### src/rtl/coin_debounce_encoder_if.sv
// Coin sensor / coin code bundle between the sensor conditioner and its environment.
interface coin_debounce_encoder_if;
    logic       Coin_half;
    logic       Coin_one;
    logic       Enable;
    logic [1:0] D_out;
    logic [1:0] Jam;

    modport master (
        output Coin_half,
        output Coin_one,
        output Enable,
        input  D_out,
        input  Jam
    );

    modport slave (
        input  Coin_half,
        input  Coin_one,
        input  Enable,
        output D_out,
        output Jam
    );
endinterface

### src/rtl/coin_debounce_encoder.sv
// Coin sensor conditioner: two independent channels (bit 0 = half, bit 1 = one),
// each with a 2-FF synchroniser, a debouncer, a reset-arming guard and a jam detector.
// D_out carries a one-cycle coin code straight into the vend FSM's D_in.
module coin_debounce_encoder #(
    parameter int unsigned DEBOUNCE   = 4,
    parameter int unsigned JAM_CYCLES = 64,
    parameter int unsigned CNT_W      = 8
) (
    input  logic                    Clk,
    input  logic                    Reset,
    coin_debounce_encoder_if.slave  bus
);

    localparam logic [CNT_W-1:0] LP_DB_LAST  = CNT_W'(DEBOUNCE - 1);
    localparam logic [CNT_W-1:0] LP_JAM      = CNT_W'(JAM_CYCLES);
    localparam logic [CNT_W-1:0] LP_JAM_LAST = CNT_W'(JAM_CYCLES - 1);

    logic [1:0]       w_raw;
    logic [1:0]       w_accept;
    logic [1:0]       w_rise;
    logic [1:0]       w_fall;

    logic [1:0]       r_s1;
    logic [1:0]       r_s2;
    logic [1:0]       r_stable;
    logic [1:0]       r_armed;
    logic [1:0]       r_dout;
    logic [1:0]       r_jam;
    logic [CNT_W-1:0] r_dcnt [2];
    logic [CNT_W-1:0] r_acnt [2];
    logic [CNT_W-1:0] r_jcnt [2];

    assign w_raw     = {bus.Coin_one, bus.Coin_half};
    assign bus.D_out = r_dout;
    assign bus.Jam   = r_jam;

    // Decode debounce acceptance and direction of the accepted transition
    always_comb begin
        w_accept = '0;
        w_rise   = '0;
        w_fall   = '0;
        for (int unsigned c = 0; c < 2; c++) begin
            w_accept[c] = (r_s2[c] != r_stable[c]) && (r_dcnt[c] == LP_DB_LAST);
            w_rise[c]   = w_accept[c] && !r_stable[c];
            w_fall[c]   = w_accept[c] &&  r_stable[c];
        end
    end

    // Two-flop synchroniser for the asynchronous sensors
    always_ff @(posedge Clk or posedge Reset) begin
        if (Reset) begin
            r_s1 <= '0;
            r_s2 <= '0;
        end else begin
            r_s1 <= w_raw;
            r_s2 <= r_s1;
        end
    end

    // Debouncer: a new level must persist DEBOUNCE edges; any agreeing edge restarts the count
    always_ff @(posedge Clk or posedge Reset) begin
        if (Reset) begin
            r_stable <= '0;
            for (int unsigned c = 0; c < 2; c++) r_dcnt[c] <= '0;
        end else begin
            for (int unsigned c = 0; c < 2; c++) begin
                if (r_s2[c] != r_stable[c]) begin
                    if (w_accept[c]) begin
                        r_stable[c] <= r_s2[c];
                        r_dcnt[c]   <= '0;
                    end else begin
                        r_dcnt[c]   <= r_dcnt[c] + 1'b1;
                    end
                end else begin
                    r_dcnt[c] <= '0;
                end
            end
        end
    end

    // Arming guard: the synchroniser resets to 0, so a bare "stable==0" would arm a sensor
    // held high through reset. Arming instead waits for the synced level to be seen low
    // for DEBOUNCE consecutive edges while the debounced level is low.
    always_ff @(posedge Clk or posedge Reset) begin
        if (Reset) begin
            r_armed <= '0;
            for (int unsigned c = 0; c < 2; c++) r_acnt[c] <= '0;
        end else begin
            for (int unsigned c = 0; c < 2; c++) begin
                if (!r_armed[c]) begin
                    if (!r_stable[c] && !r_s2[c]) begin
                        if (r_acnt[c] == LP_DB_LAST) r_armed[c] <= 1'b1;
                        else                         r_acnt[c]  <= r_acnt[c] + 1'b1;
                    end else begin
                        r_acnt[c] <= '0;
                    end
                end
            end
        end
    end

    // One-cycle coin code on an armed, enabled debounced rise
    always_ff @(posedge Clk or posedge Reset) begin
        if (Reset) begin
            r_dout <= '0;
        end else begin
            r_dout <= w_rise & r_armed & {2{bus.Enable}};
        end
    end

    // Jam detector: saturating count of stable-high edges, cleared when the level drops
    always_ff @(posedge Clk or posedge Reset) begin
        if (Reset) begin
            r_jam <= '0;
            for (int unsigned c = 0; c < 2; c++) r_jcnt[c] <= '0;
        end else begin
            for (int unsigned c = 0; c < 2; c++) begin
                if (!r_stable[c] || w_fall[c]) begin
                    r_jcnt[c] <= '0;
                    r_jam[c]  <= 1'b0;
                end else begin
                    if (r_jcnt[c] != LP_JAM) r_jcnt[c] <= r_jcnt[c] + 1'b1;
                    r_jam[c] <= (r_jcnt[c] >= LP_JAM_LAST);
                end
            end
        end
    end

endmodule

### src/flat_wrapper.sv
// flat-port wrapper written by rule: the top's interface ports become plain ports
module coin_debounce_encoder_flat 
#(
    parameter int unsigned DEBOUNCE   = 4,
    parameter int unsigned JAM_CYCLES = 64,
    parameter int unsigned CNT_W      = 8
)
  (Clk, Reset, bus_Coin_half, bus_Coin_one, bus_Enable, bus_D_out, bus_Jam);
  coin_debounce_encoder_if bus_i ();
  input  logic Clk;
  input  logic Reset;
  input wire logic [$bits(bus_i.Coin_half)-1:0] bus_Coin_half;
  input wire logic [$bits(bus_i.Coin_one)-1:0] bus_Coin_one;
  input wire logic [$bits(bus_i.Enable)-1:0] bus_Enable;
  output wire logic [$bits(bus_i.D_out)-1:0] bus_D_out;
  output wire logic [$bits(bus_i.Jam)-1:0] bus_Jam;
  assign bus_i.Coin_half = bus_Coin_half;
  assign bus_i.Coin_one = bus_Coin_one;
  assign bus_i.Enable = bus_Enable;
  assign bus_D_out = bus_i.D_out;
  assign bus_Jam = bus_i.Jam;
  coin_debounce_encoder #(.DEBOUNCE(DEBOUNCE), .JAM_CYCLES(JAM_CYCLES), .CNT_W(CNT_W)) u_core (.Clk(Clk), .Reset(Reset), .bus(bus_i));
endmodule
### config.mk
export PLATFORM = sky130hd
export DESIGN_NAME = coin_debounce_encoder_flat
export DESIGN_NICKNAME = d
export VERILOG_FILES = /design/src/rtl/coin_debounce_encoder_if.sv /design/src/rtl/coin_debounce_encoder.sv /design/src/flat_wrapper.sv
export SDC_FILE = /design/constraint.sdc
export NUM_CORES = 1
export LEC_CHECK = 0
export ABC_AREA = 1
export CORE_ASPECT_RATIO = 0.7
export CORE_MARGIN = 4
export CORE_UTILIZATION = 42
export DETAILED_ROUTE_END_ITERATION = 8
export GPL_TIMING_DRIVEN = 0
export SLEW_MARGIN = 0
export SYNTH_ARGS = -nofsm -noshare
export SYNTH_HDL_FRONTEND = slang
export SYNTH_SLANG_ARGS = --single-unit
### constraint.sdc
create_clock -name Clk -period 5.1 [get_ports Clk]
set_clock_uncertainty 0.05 [all_clocks]
set_input_delay 0.51 -clock Clk [delete_from_list [all_inputs] [get_ports Clk]]
set_output_delay 0.51 -clock Clk [all_outputs]
set_load 0.01 [all_outputs]
=== Word-level counts from Yosys, hierarchy flattened ===
Cells that the tools add are included.

* Memories: 0
* Output and inout bits: 4
* RAM bits: 0
* Bits in latches: 0
* Bits of input ports: 5
* Register bits after elaboration: 60
* ROM bits: 0
* Logic and storage cells: 75

* Multiply operators: 0
* Shift-type cells: 0
* Muxes and demuxes: 20
* Bitwise operators: 4
* Equality and inequality tests: 10
* Add/subtract/negate cells: 6
* Reductions and logical operators: 20
* Order comparisons: 2
* Div/mod/pow operators: 0

{| class="wikitable"
|+ Operators by type and width
! cell !! count
|-
| 2-to-1 mux 8 bit || 12
|-
| adder 8 x 1 -> 8 bit, second input constant || 6
|-
| equality test 8 x 2 -> 1 bit, second input constant || 4
|-
| greater-or-equal comparator 8 x 6 -> 1 bit, second input constant || 2
|-
| inequality test 8 x 7 -> 1 bit, second input constant || 2
|-
| logical AND 1 bit || 8
|-
| 2-to-1 mux 1 bit || 8
|-
| AND reduction 2 bit || 4
|-
| AND 2 bit || 2
|-
| zero test 1 bit || 4
|-
| inequality test 2 bit, second input constant || 2
|-
| nonzero test 2 bit || 2
|-
| logical OR 1 bit || 2
|-
| inequality test 1 bit || 2
|-
| NOT 1 bit || 2
|}

=== Depth between registers and ports, before layout ===
Gate-level depths: netlist (run 1).

* Word-level depth: 5
* Mapped depth: 9
* Gate-level depth less buffers: 8

=== Worst setup path before layout (run 1) ===
No wires, ideal clock.

* Path kind: flip-flop to flip-flop
* Start point: register u_core.r_stable[0]
* End point: register u_core.r_stable[0]
* Slack: 3.558 ns
* Required time: 4.915 ns
* Buffers on the path: 0
* Arrival: 1.357 ns
* Stages on the path, launching flop included: 8
* Library setup time: 0.135 ns
* Period minus slack after synthesis: 1.542 ns
* Path through: dfrtp_1 -> inv_1 -> ha_1 -> inv_1 -> nor2_1 -> nand4_2 -> nand2_1 -> o21ai_0

* Longest elaborated chain between the ends: 3

{| class="wikitable"
|+ RTL lines
! what !! line !! RTL
|-
| start: declaration || coin_debounce_encoder.sv:25 || <nowiki>logic [1:0] r_stable;</nowiki>
|-
| start signal: indexed assignment || coin_debounce_encoder.sv:69 || <nowiki>r_stable[c] <= r_s2[c];</nowiki>
|-
| inequality test 1 bit (*) || coin_debounce_encoder.sv:43, coin_debounce_encoder.sv:67 ||
|-
| logical AND 1 bit || coin_debounce_encoder.sv:43 || <nowiki>w_accept[c] = (r_s2[c] != r_stable[c]) && (r_dcnt[c] == LP_DB_LAST);</nowiki>
|-
| AND reduction 2 bit (no line) (*) || n/a ||
|}

Mark *: on every way between the ends. The rest lies on a longest branch, timed or not.
A chain may end at the register's enable or synchronous reset.

=== Worst setup path in the final report (run 1) ===
Ends and elaborated chain as after synthesis.

==> run_results.csv, run 1 <==
group,metric,value,unit
critical_path,cp_cell_sequence,"inv_1 > ha_1 > inv_1 > nor2_1 > nand4_2 > nand2_1 > o21ai_0",
global_route,antenna_found_initial,0,
hold_path,holdPathEnd,"u_core.r_s2[1]",
synth,synth_top_area_share,0.501,
critical_path,cp.arrival,1990,ps
layout,fill_cells,641,
clock_network,clk_latency,350,ps
layout,seq_area,1500,um2
place,place_congestion,0.837,
synth,synth_area_per_cell,8.16,um2
clock_network,cts_tree,"yes",
power,p_leak,1.63,nW
timing,layout_min_cycle_time,1820,ps
route,vias_per_cell,4.69,
synth,seq_area_frac_synth,0.501,
layout,drive_gt1_frac,0.0740,
outcome,run_status,"finished, final reports clean",
layout,multiInputGateArea,1280,um2
synth,synthesis.nets,382,
global_route,grt_start_max_net_pins,39,
synth,yosysMostFrequentCell,"nand2_1",
synth,synthCells,367,
clock_network,clock_path_buffers,2,
global_route,grt.total_usage,0.147,
route,post_drt_wl_per_cell,10.9,um
synth,ys_ff_latch,60,
floorplan,pin_count,9,
critical_path,startpoint_type,"flop",
hold_path,hp-class,"flop to flop",
critical_path,r2r_start,"u_core.r_stable[0]",
clock_network,numCtsBuffers,9,
critical_path,end_kind,"flop",
synth,ys_types,22,
synth,synth_area,2990,um2
timing,finalSetupTns,0,ps
hold_path,worstHoldStart,"u_core.r_s1[1]",
synth,ys_warn_count,0,
route,m1WireLength,2920,um
timing,period_share,0.356,
synth,ys_top_cells_by_count,"nand2_1, dfrtp_1, nor2_1, inv_1, nand3_1",
layout,final_cells,486,
clock_network,cts.sinks,60,
place,portBuffers,8,
layout,area_growth,14.8,%
critical_path,slowest_delay,390,ps
timing,max_freq,551,MHz
synth,yosysTopAreaCell,"dfrtp_1",
critical_path,r2r_end,"u_core.r_stable[0]",
synth,synth_ff_type,"dfrtp_1",
layout,nNetsFinal,402,
power,max-vdd-ir-drop,0.200,mV
route,num_vias,2279,
hold_path,whs_path_depth,0,
global_route,grt-ovfl-total,0,
place,dpl.cell_count,470,
floorplan,core-area,6850,um2
clock_network,postCtsSetupBuffers,0,
timing,worstMarginPinSlew,501,ps
critical_path,worstSetupPathType,"flop to flop",
synth,synth_edf_count,0,
critical_path,r2r_slack,3280,ps
floorplan,die_w,109,um
critical_path,crit_required,5270,ps
synth,yosys-top-cells-area,"dfrtp_1, nand2_1, nor2_1",
timing,setup_violations,0,
synth,async_reset_ff_frac,1.00,
power,p_per_area,398,nW/um2
clock_network,cts_root_buf,"clkbuf_8",
route,dr.first_iter.drc_count,74,
floorplan,die-height,78.6,um
place,dp_hpwl,3850,um
critical_path,cpMostUsedCell,"inv_1",
route,ant_nets,0,
route,drt-total-wl,5310,um
clock_network,cts.clk_slew.worst_paths,80,ps
global_route,grt_pass1_wl,9790,um
floorplan,die_area,8570,um2
clock_network,cts_resized,0,
critical_path,cp_max_fo,8,
route,highest_layer,"met4",
timing,rsz0062_at_grt,"false",
clock_network,ctsHtreeMaxLevel,3,
critical_path,critPathSlowestCell,"dfrtp_1",
floorplan,start_util,0.437,
global_route,grt_pass1_vias,2175,
route,drcViolationCount,0,
layout,antennaDiodeCount,0,
route,drt_pass1_iterations,4,
timing,timing.slew.headroom,0.665,
route,dr_wl_met2,2060,um
route,dr_wl_met3,225,um
timing,timing_hold_violations_final,0,
critical_path,reg2reg_depth,7,
timing,final_max_slew_viol_count,0,
flow_run,drv_cap,0,
floorplan,row_count,25,
clock_network,cts_hold_buffers,0,
==> sequential cells by signal (all words and copies together), names as in the netlist <==
| signal | count |
|---|---|
| u_core.r_acnt | 16 |
| u_core.r_dcnt | 16 |
| u_core.r_jcnt | 16 |
| u_core.bus.D_out | 2 |
| u_core.bus.Jam | 2 |
| u_core.r_armed | 2 |
| u_core.r_s1 | 2 |
| u_core.r_s2 | 2 |
| u_core.r_stable | 2 |
==> layer usage <==
layer | vias up | track usage
li1 | 1223 | -
met1 | 1009 | 0.207
met2 | 37 | 0.202
met3 | 10 | 0.0493
met4 | 0 | 0.0643
met5 | - | 0
==> critical path, delay by kind of cell, from the launching register on <==
kind	cells	cell delay [ps]
buffers and inverters	2	180
and+or+nand+nor	3	600
adders and majority gates	1	340
AOI/OAI and AO/OA	1	130
DFF	1	390
==> power breakdown <==
group	leakage, nW	switching, mW	internal (mW)
clock	0.102	0.205	0.277
sequential	0.812	0.0572	0.538
combinational	0.719	0.186	0.106
total	1.63	0.448	0.921
==> per-stage QoR <==
stage	setup WS, ps	power, mW	cell area, um2	util	hold WS (ps)
3_3_place_gp	1920	0.893	3190	0.466	283
4_1_cts	3260	1.39	3440	0.502	301
2_1_floorplan	3060	0.822	2990	-	281
5_1_grt	3090	1.47	3440	0.502	309
3_5_place_dp	3270	0.900	3210	0.469	285
6_report	3280	1.37	3440	0.502	300
==> final cells by class <==
cell class	instances	area share
Tap cell	94	0.0342
Buffer	2	0.00655
Clock buffer	9	0.0361
Sequential cell	60	0.437
Inverter	51	0.0557
Timing Repair Buffer	9	0.0291
Clock inverter	7	0.0291
Multi-Input combinational cell	254	0.372
==> how the worst max path moves through the flow <==
stage,start,cells after the start,endpoint
floorplan,Reset,1,u_core.bus.D_out[0]
global placement,Reset,2,u_core.r_jcnt[8]
detailed placement,u_core.r_stable[0],7,u_core.r_stable[0]
CTS,u_core.r_stable[0],7,u_core.r_stable[0]
global route,u_core.r_stable[0],7,u_core.r_stable[0]
finish,u_core.r_stable[0],7,u_core.r_stable[0]
==> logic make-up after synthesis <==
family                   share of synthesized area
AND/OR/NAND/NOR                              0.287
flip-flops                                   0.501
buffers and inverters                       0.0715
AO/OA/AOI/OAI                               0.0635
XOR/XNOR                                    0.0351
adder cells (fa/ha/maj)                     0.0418
==> cell usage in the layout (no fill, tap or decap) <==
| cell | count |
|---|---|
| nand2_1 | 76 |
| dfrtp_1 | 60 |
| nor2_1 | 57 |
| inv_1 | 50 |
| nand3_1 | 35 |
| o21ai_0 | 21 |
| nand4_1 | 12 |
| xor2_1 | 10 |
| ha_1 | 10 |
| clkbuf_8 | 9 |
| clkdlybuf4s50_1 | 8 |
| a21oi_1 | 7 |
| nor3_1 | 6 |
| nand2_2 | 4 |
| o21ai_1 | 3 |
| a31oi_1 | 3 |
| clkinvlp_4 | 3 |
| nor3_2 | 2 |
| buf_6 | 2 |
| nor3b_1 | 2 |
| xnor2_1 | 2 |
| bufinv_16 | 2 |
| o21ai_2 | 1 |
| nand4_2 | 1 |
| o21bai_1 | 1 |
| or2_2 | 1 |
| inv_2 | 1 |
| inv_6 | 1 |
| clkinv_4 | 1 |
| buf_12 | 1 |
(Power assumes the default switching activity.)
==> inputs of run 2 (changes only) <==
==> constraint.sdc (replaced) <==
create_clock -name Clk -period 1.5 [get_ports Clk]
set_clock_uncertainty 0.05 [all_clocks]
set_input_delay 0.15 -clock Clk [delete_from_list [all_inputs] [get_ports Clk]]
set_output_delay 0.15 -clock Clk [all_outputs]
set_load 0.01 [all_outputs]
==> run_results.csv, run 2 (synthesis results as in run 1) <==
group,metric,value,unit
floorplan,die_w,109,um
critical_path,reg2reg_depth,9,
layout,area_growth,23.8,%
power,max-vdd-ir-drop,0.801,mV
place,place_area,3200,um2
clock_network,clk_latency,330,ps
layout,layout_common_cells,"nand2_1, dfrtp_1, nor2_1, inv_1, nand3_1",
floorplan,pin_count,9,
power,fin_total_pwr,4.90,mW
layout,fill_cells,651,
layout,antennaDiodeCount,0,
layout,nNetsFinal,422,
floorplan,start_util,0.437,
timing,rsz0062_at_grt,"true",
layout,multiInputGateArea,1450,um2
timing,layout_setup_ws,42.1,ps
critical_path,end_kind,"flop",
timing,worstMarginPinSlew,576,ps
clock_network,clock_path_buffers,2,
timing,period_share,0.972,
timing,layout_min_cycle_time,1460,ps
floorplan,core-area,6850,um2
route,dr.first_iter.drc_count,108,
clock_network,numCtsBuffers,9,
clock_network,cts.sinks,60,
power,p_leak,1.75,nW
route,ant_nets,0,
route,drcViolationCount,0,
floorplan,die-height,78.6,um
clock_network,cts_root_buf,"clkbuf_8",
route,drt_pass1_iterations,4,
layout,final_cells,506,
critical_path,crit_required,1710,ps
timing,hold_slack,169,ps
flow_run,drv_cap,0,
timing,timing.slew.headroom,0.615,
clock_network,cts_tree,"yes",
global_route,grt_pass1_wl,10000,um
clock_network,ctsHtreeMaxLevel,3,
power,p_per_area,1320,nW/um2
layout,drive_gt1_frac,0.182,
floorplan,die_area,8570,um2
floorplan,row_count,25,
route,post_drt_wl_per_cell,12.0,um
layout,layout_commonest_cell,"nand2_1",
critical_path,worstSetupPathType,"flop to flop",
timing,final_max_slew_viol_count,0,
layout,reg_top3,"u_core.r_acnt: 16 flops, u_core.r_dcnt: 16 flops, u_core.r_jcnt: 16 flops",
global_route,grt.total_usage,0.149,
place,place_congestion,0.847,
timing,setup_violations,0,
timing,timing_hold_violations_final,0,
route,num_vias,2470,
timing,max_freq,686,MHz
route,vias_per_cell,4.88,
hold_path,hp-class,"input pin to asynchronous set/reset pin",
outcome,run_status,"finished, final reports clean",
route,drt-total-wl,6090,um
critical_path,cp_max_fo,5,
global_route,grt_pass1_vias,2180,
critical_path,startpoint_type,"flop",
place,dpl.cell_count,469,
place,dp_slack,-236,ps
global_route,grt-ovfl-total,0,
global_route,grt_start_max_net_pins,61,
global_route,antenna_found_initial,0,
place,dp_hpwl,3880,um
place,portBuffers,8,
layout,seq_area,1500,um2
critical_path,cp.arrival,1660,ps
clock_network,cts.clk_slew.worst_paths,60,ps
layout,design_area,3710,um2
[run 2: cell count changes in the layout (fill, tap and decap cells not counted), sizes merged]
cell and change:
buf +20, clkinv +1, clkbuf +5, clkinvlp -2, inv -2, bufinv -2
[run 2: worst paths after layout]
kind,startpoint,to,slack (ps)
max,u_core.r_stable[1],u_core.r_acnt[4],40
min,Reset,u_core.r_jcnt[9],170
max reg2reg,u_core.r_stable[1],u_core.r_acnt[4],40
min reg2reg,u_core.r_s1[1],u_core.r_s2[1],300
max in group asynchronous,Reset,u_core.r_acnt[0],670
min in group Clk,bus_Coin_half,u_core.r_s1[0],200
[run 2: what timing repair did]
action | 4_1_cts | 5_1_grt
setup endpoints to repair | 47 | 41
pin swaps | 2 | 10
endpoints found under the hold margin | 0 | 0
gates resized for setup | 12 | 42
gates cloned | 0 | 2
buffers inserted | 3 | 15
hold buffers | 0 | 0
[run 2: power by group]
part | switching, mW | internal (mW)
clock network | 0.582 | 0.641
registers | 0.206 | 1.83
logic | 0.903 | 0.736
total | 1.69 | 3.21
[run 2: layout make-up]
class / instances / area share
inverter: 51 / 0.0527
multi-input combinational: 254 / 0.391
sequential: 60 / 0.405
buffer: 2 / 0.00608
timing repair buffer: 29 / 0.0695
tap: 94 / 0.0317
clock inverter: 2 / 0.00270
clock buffer: 14 / 0.0412
[run 2: worst max-delay path, cell delays in order, from the launching register on]
cell and delay (ps):
dfrtp_1 390, inv_2 80, ha_4 160, nand2_4 60, nor3_4 180, nand2_2 100, nand2_2 120, buf_6 130
nand2_1 40, o21ai_0 70
[run 2: metal layers]
layer,up-vias,GRT usage,wire length [um]
met5,-,0,0
li1,1262,-,-
met3,7,0.0567,242
met2,52,0.205,2610
met4,0,0.0492,74
met1,1149,0.213,3160
[run 2: metrics by stage]
| step | util | TNS (ps) |
|---|---|---|
| 3_5_place_dp | 0.467 | -16660 |
| 6_report | 0.541 | 0 |
| 5_1_grt | 0.541 | -298 |
| 4_1_cts | 0.500 | 0 |
| 3_3_place_gp | 0.467 | -16800 |
| 2_1_floorplan | - | 0 |
